===== config.mk =====
export PLATFORM = sky130hd
export DESIGN_NAME = stream_mux
export DESIGN_NICKNAME = d
export VERILOG_FILES = /design/src/rtl/stream_mux.sv
export SDC_FILE = /design/constraint.sdc
export NUM_CORES = 1
export LEC_CHECK = 0
export ABC_CLOCK_PERIOD_IN_PS = 3800
export CAP_MARGIN = 15
export CORE_MARGIN = 8
export CORE_UTILIZATION = 41
export CTS_CLUSTER_DIAMETER = 50
export DETAILED_ROUTE_END_ITERATION = 16
export PLACE_DENSITY = 0.89
export SYNTH_ARGS = -nofsm -noshare
export SYNTH_HDL_FRONTEND = slang
export SYNTH_SLANG_ARGS = --single-unit

===== constraint.sdc =====
create_clock -name clk -period 3.8 [get_ports clk]
set_input_delay 0.57 -clock clk [delete_from_list [all_inputs] [get_ports clk]]
set_output_delay 0.57 -clock clk [all_outputs]
set_load 0.02 [all_outputs]

===== src/rtl/stream_mux.sv =====
// N-channel valid/ready stream multiplexer with a registered output stage.
// The source is picked by an external select or by round-robin arbitration.
module stream_mux #(
    parameter int WIDTH    = 8,
    parameter int CHANNELS = 4,
    localparam int SEL_W   = (CHANNELS > 2) ? $clog2(CHANNELS) : 1
) (
    input  logic                      clk,
    input  logic                      rst_n,
    input  logic                      mode,
    input  logic [SEL_W-1:0]          sel,
    input  logic [CHANNELS-1:0]       in_valid,
    input  logic [CHANNELS*WIDTH-1:0] in_data,
    output logic [CHANNELS-1:0]       in_ready,
    output logic                      out_valid,
    output logic [WIDTH-1:0]          out_data,
    output logic [SEL_W-1:0]          out_chan,
    input  logic                      out_ready
);

    logic             load;
    logic             grant_valid;
    logic [SEL_W-1:0] grant;
    logic [WIDTH-1:0] grant_data;
    logic [SEL_W-1:0] ptr;
    logic             hi_found;
    logic [SEL_W-1:0] hi_idx;
    logic             lo_found;
    logic [SEL_W-1:0] lo_idx;

    assign load = !out_valid || out_ready;

    // Round-robin search, split into two scans so no modulo is needed:
    // the lowest requester above ptr wins, otherwise the lowest at or below it.
    // NOTE: every variable written here gets a default first, so no latch is inferred.
    always_comb begin
        hi_found = 1'b0;
        hi_idx   = '0;
        lo_found = 1'b0;
        lo_idx   = '0;
        for (int i = CHANNELS - 1; i >= 0; i--) begin
            if (in_valid[i]) begin
                if (i > int'(ptr)) begin
                    hi_found = 1'b1;
                    hi_idx   = SEL_W'(i);
                end else begin
                    lo_found = 1'b1;
                    lo_idx   = SEL_W'(i);
                end
            end
        end
    end

    always_comb begin
        grant       = '0;
        grant_valid = 1'b0;
        if (!mode) begin
            grant = sel;
            for (int i = 0; i < CHANNELS; i++) begin
                if (int'(sel) == i && in_valid[i]) begin
                    grant_valid = 1'b1;
                end
            end
        end else begin
            grant       = hi_found ? hi_idx : lo_idx;
            grant_valid = hi_found || lo_found;
        end
    end

    always_comb begin
        grant_data = '0;
        in_ready   = '0;
        for (int i = 0; i < CHANNELS; i++) begin
            if (int'(grant) == i) begin
                grant_data  = in_data[i*WIDTH +: WIDTH];
                // in_ready is held low while reset is asserted.
                in_ready[i] = rst_n && load && grant_valid;
            end
        end
    end

    // NOTE: sequential state uses non-blocking assignments only.
    always_ff @(posedge clk or negedge rst_n) begin
        if (!rst_n) begin
            out_valid <= 1'b0;
            out_data  <= '0;
            out_chan  <= '0;
            ptr       <= SEL_W'(CHANNELS - 1);
        end else if (load && grant_valid) begin
            out_valid <= 1'b1;
            out_data  <= grant_data;
            out_chan  <= grant;
            ptr       <= grant;
        end else if (out_ready) begin
            out_valid <= 1'b0;
        end
    end

endmodule


=== Word level (Yosys, flattened, before mapping) ===
Index checks and enable logic that the tools add are counted.
Widths: inputs -> output; s select.

* Flip-flop bits (word level): 13
* Input bits: 42
* Output and inout port bits: 15

* $lt $le $gt $ge: 3
* Eq/ne operators: 6
* Mux-type cells: 43
* Reduce and logical (&&, ||, !) cells: 13

{| class="wikitable"
|+ Operators with widths
! kind !! count
|-
| $mux 8 || 4
|-
| $mux 2 || 15
|-
| $mux 1 || 24
|-
| $eq 2x2->1 const B || 4
|-
| $logic_and 1x1->1 || 7
|-
| $eq 2x1->1 const B || 2
|-
| $gt 2x2->1 const A || 2
|-
| $logic_not 2->1 || 2
|-
| $gt 1x2->1 const A || 1
|-
| $logic_or 1x1->1 || 2
|-
| $reduce_bool 2->1 || 1
|-
| $logic_not 1->1 || 1
|}

=== Logic depth before layout (Yosys ltp) ===
Gate-level depths: netlist of the first run.

* Depth after elaboration: 15
* Depth in mapped cells: 8
* Gate-level depth less buffers: 5

=== Worst setup path after synthesis of the first run ===
No wires, ideal clock.

* Path type: input -> output
* Start point: in in_valid[1]
* End point: out in_ready[2]
* Arrival: 2.238 ns
* Data required time: 3.230 ns
* Setup slack: 0.992 ns
* Stages on the path: 5
* Buffers on the path: 1
* Cell sequence: or2_1 a311oi_4 buf_4 a21boi_1 nor4_1

* Cells in the longest elaborated chain, start to end: 7
* Elaborated cells between the ends (all ways): 17

{| class="wikitable"
|+ Ends and longest elaborated chain
! item !! RTL line !! source
|-
| start, declared || 12 || <nowiki>input logic [CHANNELS-1:0] in_valid,</nowiki>
|-
| $logic_and 1x1->1 || 60 || <nowiki>if (int'(sel) == i && in_valid[i]) begin</nowiki>
|-
| $mux 1 (3 in series) || 60 ||
|-
| $mux 1 || 57 || <nowiki>if (!mode) begin</nowiki>
|-
| $logic_and 1x1->1 || 77 || <nowiki>in_ready[i] = rst_n && load && grant_valid;</nowiki>
|-
| $mux 1 (*) || 74 || <nowiki>if (int'(grant) == i) begin</nowiki>
|-
| end, declared || 14 || <nowiki>output logic [CHANNELS-1:0] in_ready,</nowiki>
|}

Mark *: on every way between the ends. The rest lies on a longest branch, timed or not.

=== Worst setup path after layout of the first run ===
* Start point: in in_valid[1]
* End point: out in_ready[1]

Same word-level chain as after synthesis.

==> results of run 1 <==
-- Yosys cell counts --
library cell,number
nor4_1,4
or2_1,1
o221ai_1,1
nand2_1,27
nand2b_1,4
nor3_1,1
buf_2,4
buf_4,2
nor2_1,1
a21boi_0,1
a21oi_1,17
a21boi_1,1
o221ai_2,1
o22a_1,1
dfstp_2,2
a311oi_4,1
o21ai_0,1
mux2_2,5
clkbuf_1,6
a211oi_1,16
dfrtp_1,11
nor2b_1,1
o22ai_1,1
o21a_1,1
nor3b_1,2
o31ai_1,8
mux2i_1,1
inv_1,2
a21bo_1,1
-- per-stage QoR --
stage	hold WS [ns]	setup WS (ns)	utilization, %	instances
global route	0.525	0.0514	68.1	211
detailed placement	0.470	0.135	67.0	207
CTS	0.490	0.130	68.1	211
global placement	0.460	0.294	67.0	207
finish	0.484	0.129	68.1	211
floorplan	0.274	0.992	-	125
-- worst max-delay path: stages --
cell and delay, ns:
clkdlybuf4s50_1 0.58, nor3b_1 0.45, a311oi_4 0.09, buf_4 0.22
a21bo_1 0.23, nor4_1 0.30, clkdlybuf4s50_1 0.66
-- worst max-delay path by stage --
stage                      from     endpoint  slack (ns)
global placement    in_valid[1]  in_ready[1]        0.29
detailed placement  in_valid[1]  in_ready[1]        0.13
CTS                 in_valid[1]  in_ready[1]        0.13
global route        in_valid[1]  in_ready[1]        0.05
finish              in_valid[1]  in_ready[1]        0.13
floorplan           in_valid[1]  in_ready[2]        0.99
-- cell families (layout without fill, tap and decap cells) --
family / count (synthesis) / in the layout / synth area share [%]
AO/OA/AOI/OAI: 51 / 51 / 36.3
AND/OR/NAND/NOR: 41 / 41 / 18.5
buffers and inverters: 14 / 70 / 6.41
flip-flops: 13 / 13 / 32.3
multiplexers: 6 / 6 / 6.53
-- power breakdown --
group / total, mW / switching (mW) / internal, mW
combinational: 0.348 / 0.177 / 0.171
sequential: 0.210 / 0.0276 / 0.182
clock: 0.0892 / 0.0485 / 0.0407
-- flip-flops by register name (all words and copies together) (netlist names) --
register,cells
out_valid,1
out_chan,2
out_data,8
ptr,2
-- cell type report --
| class | count | area [sq um] |
|---|---|---|
| well taps | 30 | 37.5 |
| flip-flops and latches | 13 | 328 |
| inverters | 2 | 7.51 |
| multi-input cells | 98 | 622 |
| repair buffers | 64 | 621 |
| fillers | 204 | 768 |
| clock buffers | 4 | 26.3 |
-- per-layer routing --
layer / wire length, um / global-route usage (%)
met1: 1330 / 17.4
met3: 297 / 5.78
met2: 1910 / 30.1
met5: 0 / 0
met4: 115 / 13.4
==> results.ini, run 1 <==
[synth]
yosysUniqueCellTypes=29
yosys_warnings=0
ys_seq_area_share_pct=32.3
synth_top_area_share_pct=27.1
syn_area_sq_um=1010
synth_area_leaders=dfrtp_1, a211oi_1, nand2_1, a21oi_1, o31ai_1
synth_seq_cells=13
yosys.area.top_type=dfrtp_1
avgSynthCellArea_sq_um=8.12
syn_nets=167
synthCells=125

[power_and_ir_drop]
total_power_mw=0.647
p_leak_nw=0.644
powerDensity_nw_per_um2=394
vdd_drop_max_mv=0.306

[worst_hold_path]
hp-start=out_data[7]$_DFFE_PN0P_
holdCritPathClass=reg2reg
hold_depth=2
min_to=out_data[7]$_DFFE_PN0P_

[cts]
cts-hold-fix-buffers=0
post-cts-setup-buffers=0
path_clk_slew_ns=0.09
cts_inserted_buffers=3
insertion_delay_ns=0.28
cts_root_buf=clkbuf_4
cts_max_level=1
cts_resized=0
cts_sinks=13
cts_tree=built
clockBufferDepth=2

[placed_design]
io_buffers=56
placed_cell_area_sq_um=1620
dp_hpwl_um=2890
place_congestion=0.806

[setup_path]
crit_path_start_kind=input port
crit_arrival_ns=3.10
reg2reg_slack_ns=1.63
r2r-end=out_data[7]$_DFFE_PN0P_
endpoint_kind=primary output
path_class=in2out
critPathRequiredTime_ns=3.23
r2r_cells=7
r2r-start=ptr[1]$_DFFE_PN1P_
cp_max_fo=17

[floorplanning]
ioPinCount=57
die_h_um=65.8
fp-row-count=18
die_w_um=65.8
fp.coreArea_sq_um=2410
start_util_pct=42.1
die_area_sq_um=4320

[grt]
first_global_vias=1346
antenna_found_initial=0
grt_max_degree=19
overflow=0
grt_pass1_wl_um=6010
grt_usage_pct=17.7

[final_layout]
final_cell_mix=clkdlybuf4s50_1, nand2_1, a21oi_1, a211oi_1, dfrtp_1
syn_to_final_growth_pct=61.8
num_antenna_cells=0
design_area_sq_um=1640
layout_commonest_cell=clkdlybuf4s50_1
nNetsFinal=224
drive_gt1_share_pct=11.0

[sta]
setup_violations=0
slew_viol_final=0
rsz0062_at_grt=false
hold_viol_final=0
tns_ns=0
tightest_slew_ns=0.470
max_freq_mhz=272
fin_crit_ns=3.67
max-slew-margin-rel_pct=68.6
finalCritPeriodShare_pct=96.6
fin_skew_ns=0.00697

[drt]
num_vias=1208
detail_route.vias_per_cell=5.73
avgRoutedWirePerCell_um=17.3
ant_nets=0
first_iter_violations=57
first_pass_iters=4
wl_um=3650
drc_errors=0

[job]
cap_violations=0

[status]
outcome=finished, final reports clean

No activity file was read; power rests on OpenSTA's default activity.
==> run 2, diff against run 1 <==
Settings changed: ABC_CLOCK_PERIOD_IN_PS 3800 to default.
==> results of run 2 <==
The final DEF is identical to that of run 1; final timing and power are the same.
==> run 3, diff against run 2 <==
Settings changed: CORE_MARGIN 8 to default, SKIP_LAST_GASP from default to 1.
==> run 3 against run 2 <==
Compared with the run above: combinational power about the same; worst setup slack better by 0.16 ns; count of clock-buffer cells in the layout unchanged; non-clock buffer count up 1; largest cell class is now buffers; global-route usage up 8.8 points; cell count down 0.47%; clock skew down 0.0045 ns; via count down 0.58%; flip-flop and latch count unchanged; critical path depth down 1; largest power group unchanged; die area down 38%; sequential power about the same; critical endpoint is now in_ready[0].
==> results.ini, run 3 (synthesis results as in run 1) <==
[grt]
first_global_vias=1222  ; -9.2%
grt_usage_pct=26.5  ; +8.8 points
overflow=0  ; unchanged
antenna_found_initial=0  ; unchanged
grt_pass1_wl_um=5220  ; -13%
grt_max_degree=17  ; -2

[placed_design]
io_buffers=56  ; unchanged
placed_cell_area_sq_um=1620  ; +0.31%
place_congestion=0.888  ; +10%
dp_hpwl_um=2530  ; -12%

[sta]
slew_viol_final=0  ; unchanged
whs_ns=0.493  ; +0.00895 ns
setup_violations=0  ; unchanged
rsz0062_at_grt=false
fin_crit_ns=3.51  ; -0.160 ns
tightest_slew_ns=0.615  ; +0.144 ns
hold_viol_final=0  ; unchanged
max-slew-margin-rel_pct=58.6  ; -10 points
fin_skew_ns=0.00249  ; -0.00448 ns
tns_ns=0  ; unchanged
max_freq_mhz=285  ; +4.6%
finalCritPeriodShare_pct=92.4  ; -4.2 points

[cts]
cts_root_buf=clkbuf_4
cts_sinks=13  ; unchanged
cts_max_level=1  ; unchanged
cts_resized=0  ; unchanged
post-cts-setup-buffers=0  ; unchanged
clockBufferDepth=2  ; unchanged
cts_tree=built
insertion_delay_ns=0.28  ; about the same
cts-hold-fix-buffers=0  ; unchanged
cts_inserted_buffers=3  ; unchanged
path_clk_slew_ns=0.09  ; about the same

[final_layout]
final_cell_mix=clkdlybuf4s50_1, nand2_1, a21oi_1, a211oi_1, dfrtp_1
seq_area_sq_um=328  ; unchanged
syn_to_final_growth_pct=62.3
layout_commonest_cell=clkdlybuf4s50_1
n_fill_cell=186  ; -8.8%
num_antenna_cells=0  ; unchanged
nNetsFinal=225  ; +0.45%
design_area_sq_um=1650  ; +0.31%
multi_input_area_sq_um=622  ; unchanged
fin_util_pct=72.3  ; +4.2 points
top_regs=out_data: 8 flops, out_chan: 2 flops, ptr: 2 flops
regMostFlops=out_data
largest_reg_flops=8  ; unchanged
drive_gt1_share_pct=11.5  ; +0.49 points

[drt]
detail_route.vias_per_cell=5.72  ; -0.11%
first_iter_violations=25  ; -56%
num_vias=1201  ; -0.58%
avgRoutedWirePerCell_um=15.0  ; -13%
wl_um=3160  ; -13%
first_pass_iters=4  ; unchanged
drc_errors=0  ; unchanged
ant_nets=0  ; unchanged

[floorplanning]
ioPinCount=57  ; unchanged
start_util_pct=44.6  ; +2.5 points
die_area_sq_um=2680  ; -38%
die_w_um=51.8  ; -21%
die_h_um=51.8  ; -21%
fp.coreArea_sq_um=2280  ; -5.6%
fp-row-count=17  ; -1

[setup_path]
endpoint_kind=primary output
crit_arrival_ns=2.94  ; -0.16 ns
crit_path_frequent_cell=clkdlybuf4s50_1
slowest_delay_ns=0.65  ; about the same
critPathRequiredTime_ns=3.23  ; about the same
crit_path_start_kind=input port
cp_slowest_cell=clkdlybuf4s50_1
crit_family=buffers and inverters
cp.buffers_inverters=2  ; -1
cp_max_fo=7  ; -10
path_class=in2out
timing.critical_path.cells=clkdlybuf4s50_1 -> nor3b_1 -> a311oi_4 -> a21bo_1 -> nor4_1 -> clkdlybuf4s50_1

[power_and_ir_drop]
p_leak_nw=0.649  ; +0.74%
vdd_drop_max_mv=0.282  ; -7.7%
powerDensity_nw_per_um2=395  ; +0.18%

[job]
cap_violations=0  ; unchanged

[worst_hold_path]
holdCritPathClass=reg2reg

[status]
outcome=finished, final reports clean

[run 3: area by class of cell]
class,count,share of cell area [%]
well taps,28,2.13
multi-input cells,98,37.8
clock buffers,4,1.60
repair buffers,65,38.1
inverters,2,0.456
flip-flops and latches,13,19.9
[run 3: path summary, 6_finish.rpt]
kind | endpoint | depth (start not counted) | start | slack [ns]
max in group asynchronous | ptr[1]$_DFFE_PN1P_ | 2 | rst_n | 2.98
min reg2reg | out_data[2]$_DFFE_PN0P_ | 2 | out_data[2]$_DFFE_PN0P_ | 0.49
min | out_data[2]$_DFFE_PN0P_ | 2 | out_data[2]$_DFFE_PN0P_ | 0.49
max | in_ready[0] | 6 | in_valid[1] | 0.29
max reg2reg | out_data[3]$_DFFE_PN0P_ | 6 | ptr[1]$_DFFE_PN1P_ | 1.70
min in group asynchronous | out_data[7]$_DFFE_PN0P_ | 2 | rst_n | 0.58
[run 3: stage by stage]
stage / power, mW / worst slack (ns) / instances
CTS: 0.652 / 0.294 / 210
floorplan: 0.398 / 0.992 / 125
global route: 0.688 / 0.140 / 210
finish: 0.650 / 0.289 / 210
detailed placement: 0.558 / 0.297 / 206
global placement: 0.547 / 0.374 / 206
[run 3: tightest hold or removal path, stage by stage, from the launching register on]
cell and delay, ns:
dfrtp_1 0.36, nand2_1 0.05, o31ai_1 0.06
[run 3: power breakdown]
| group | switching (mW) | total [mW] | internal, mW |
|---|---|---|---|
| clock | 0.0533 | 0.0941 | 0.0408 |
| sequential | 0.0264 | 0.208 | 0.182 |
| combinational | 0.174 | 0.348 | 0.174 |
| total | 0.253 | 0.650 | 0.397 |
[run 3: routing by layer]
metal,global-route usage [%],vias up,part of all wire (%)
li1,-,581,-
met4,14.0,0,1.9
met3,4.68,6,5.2
met1,28.6,562,40
met2,48.5,52,53
met5,0,-,0
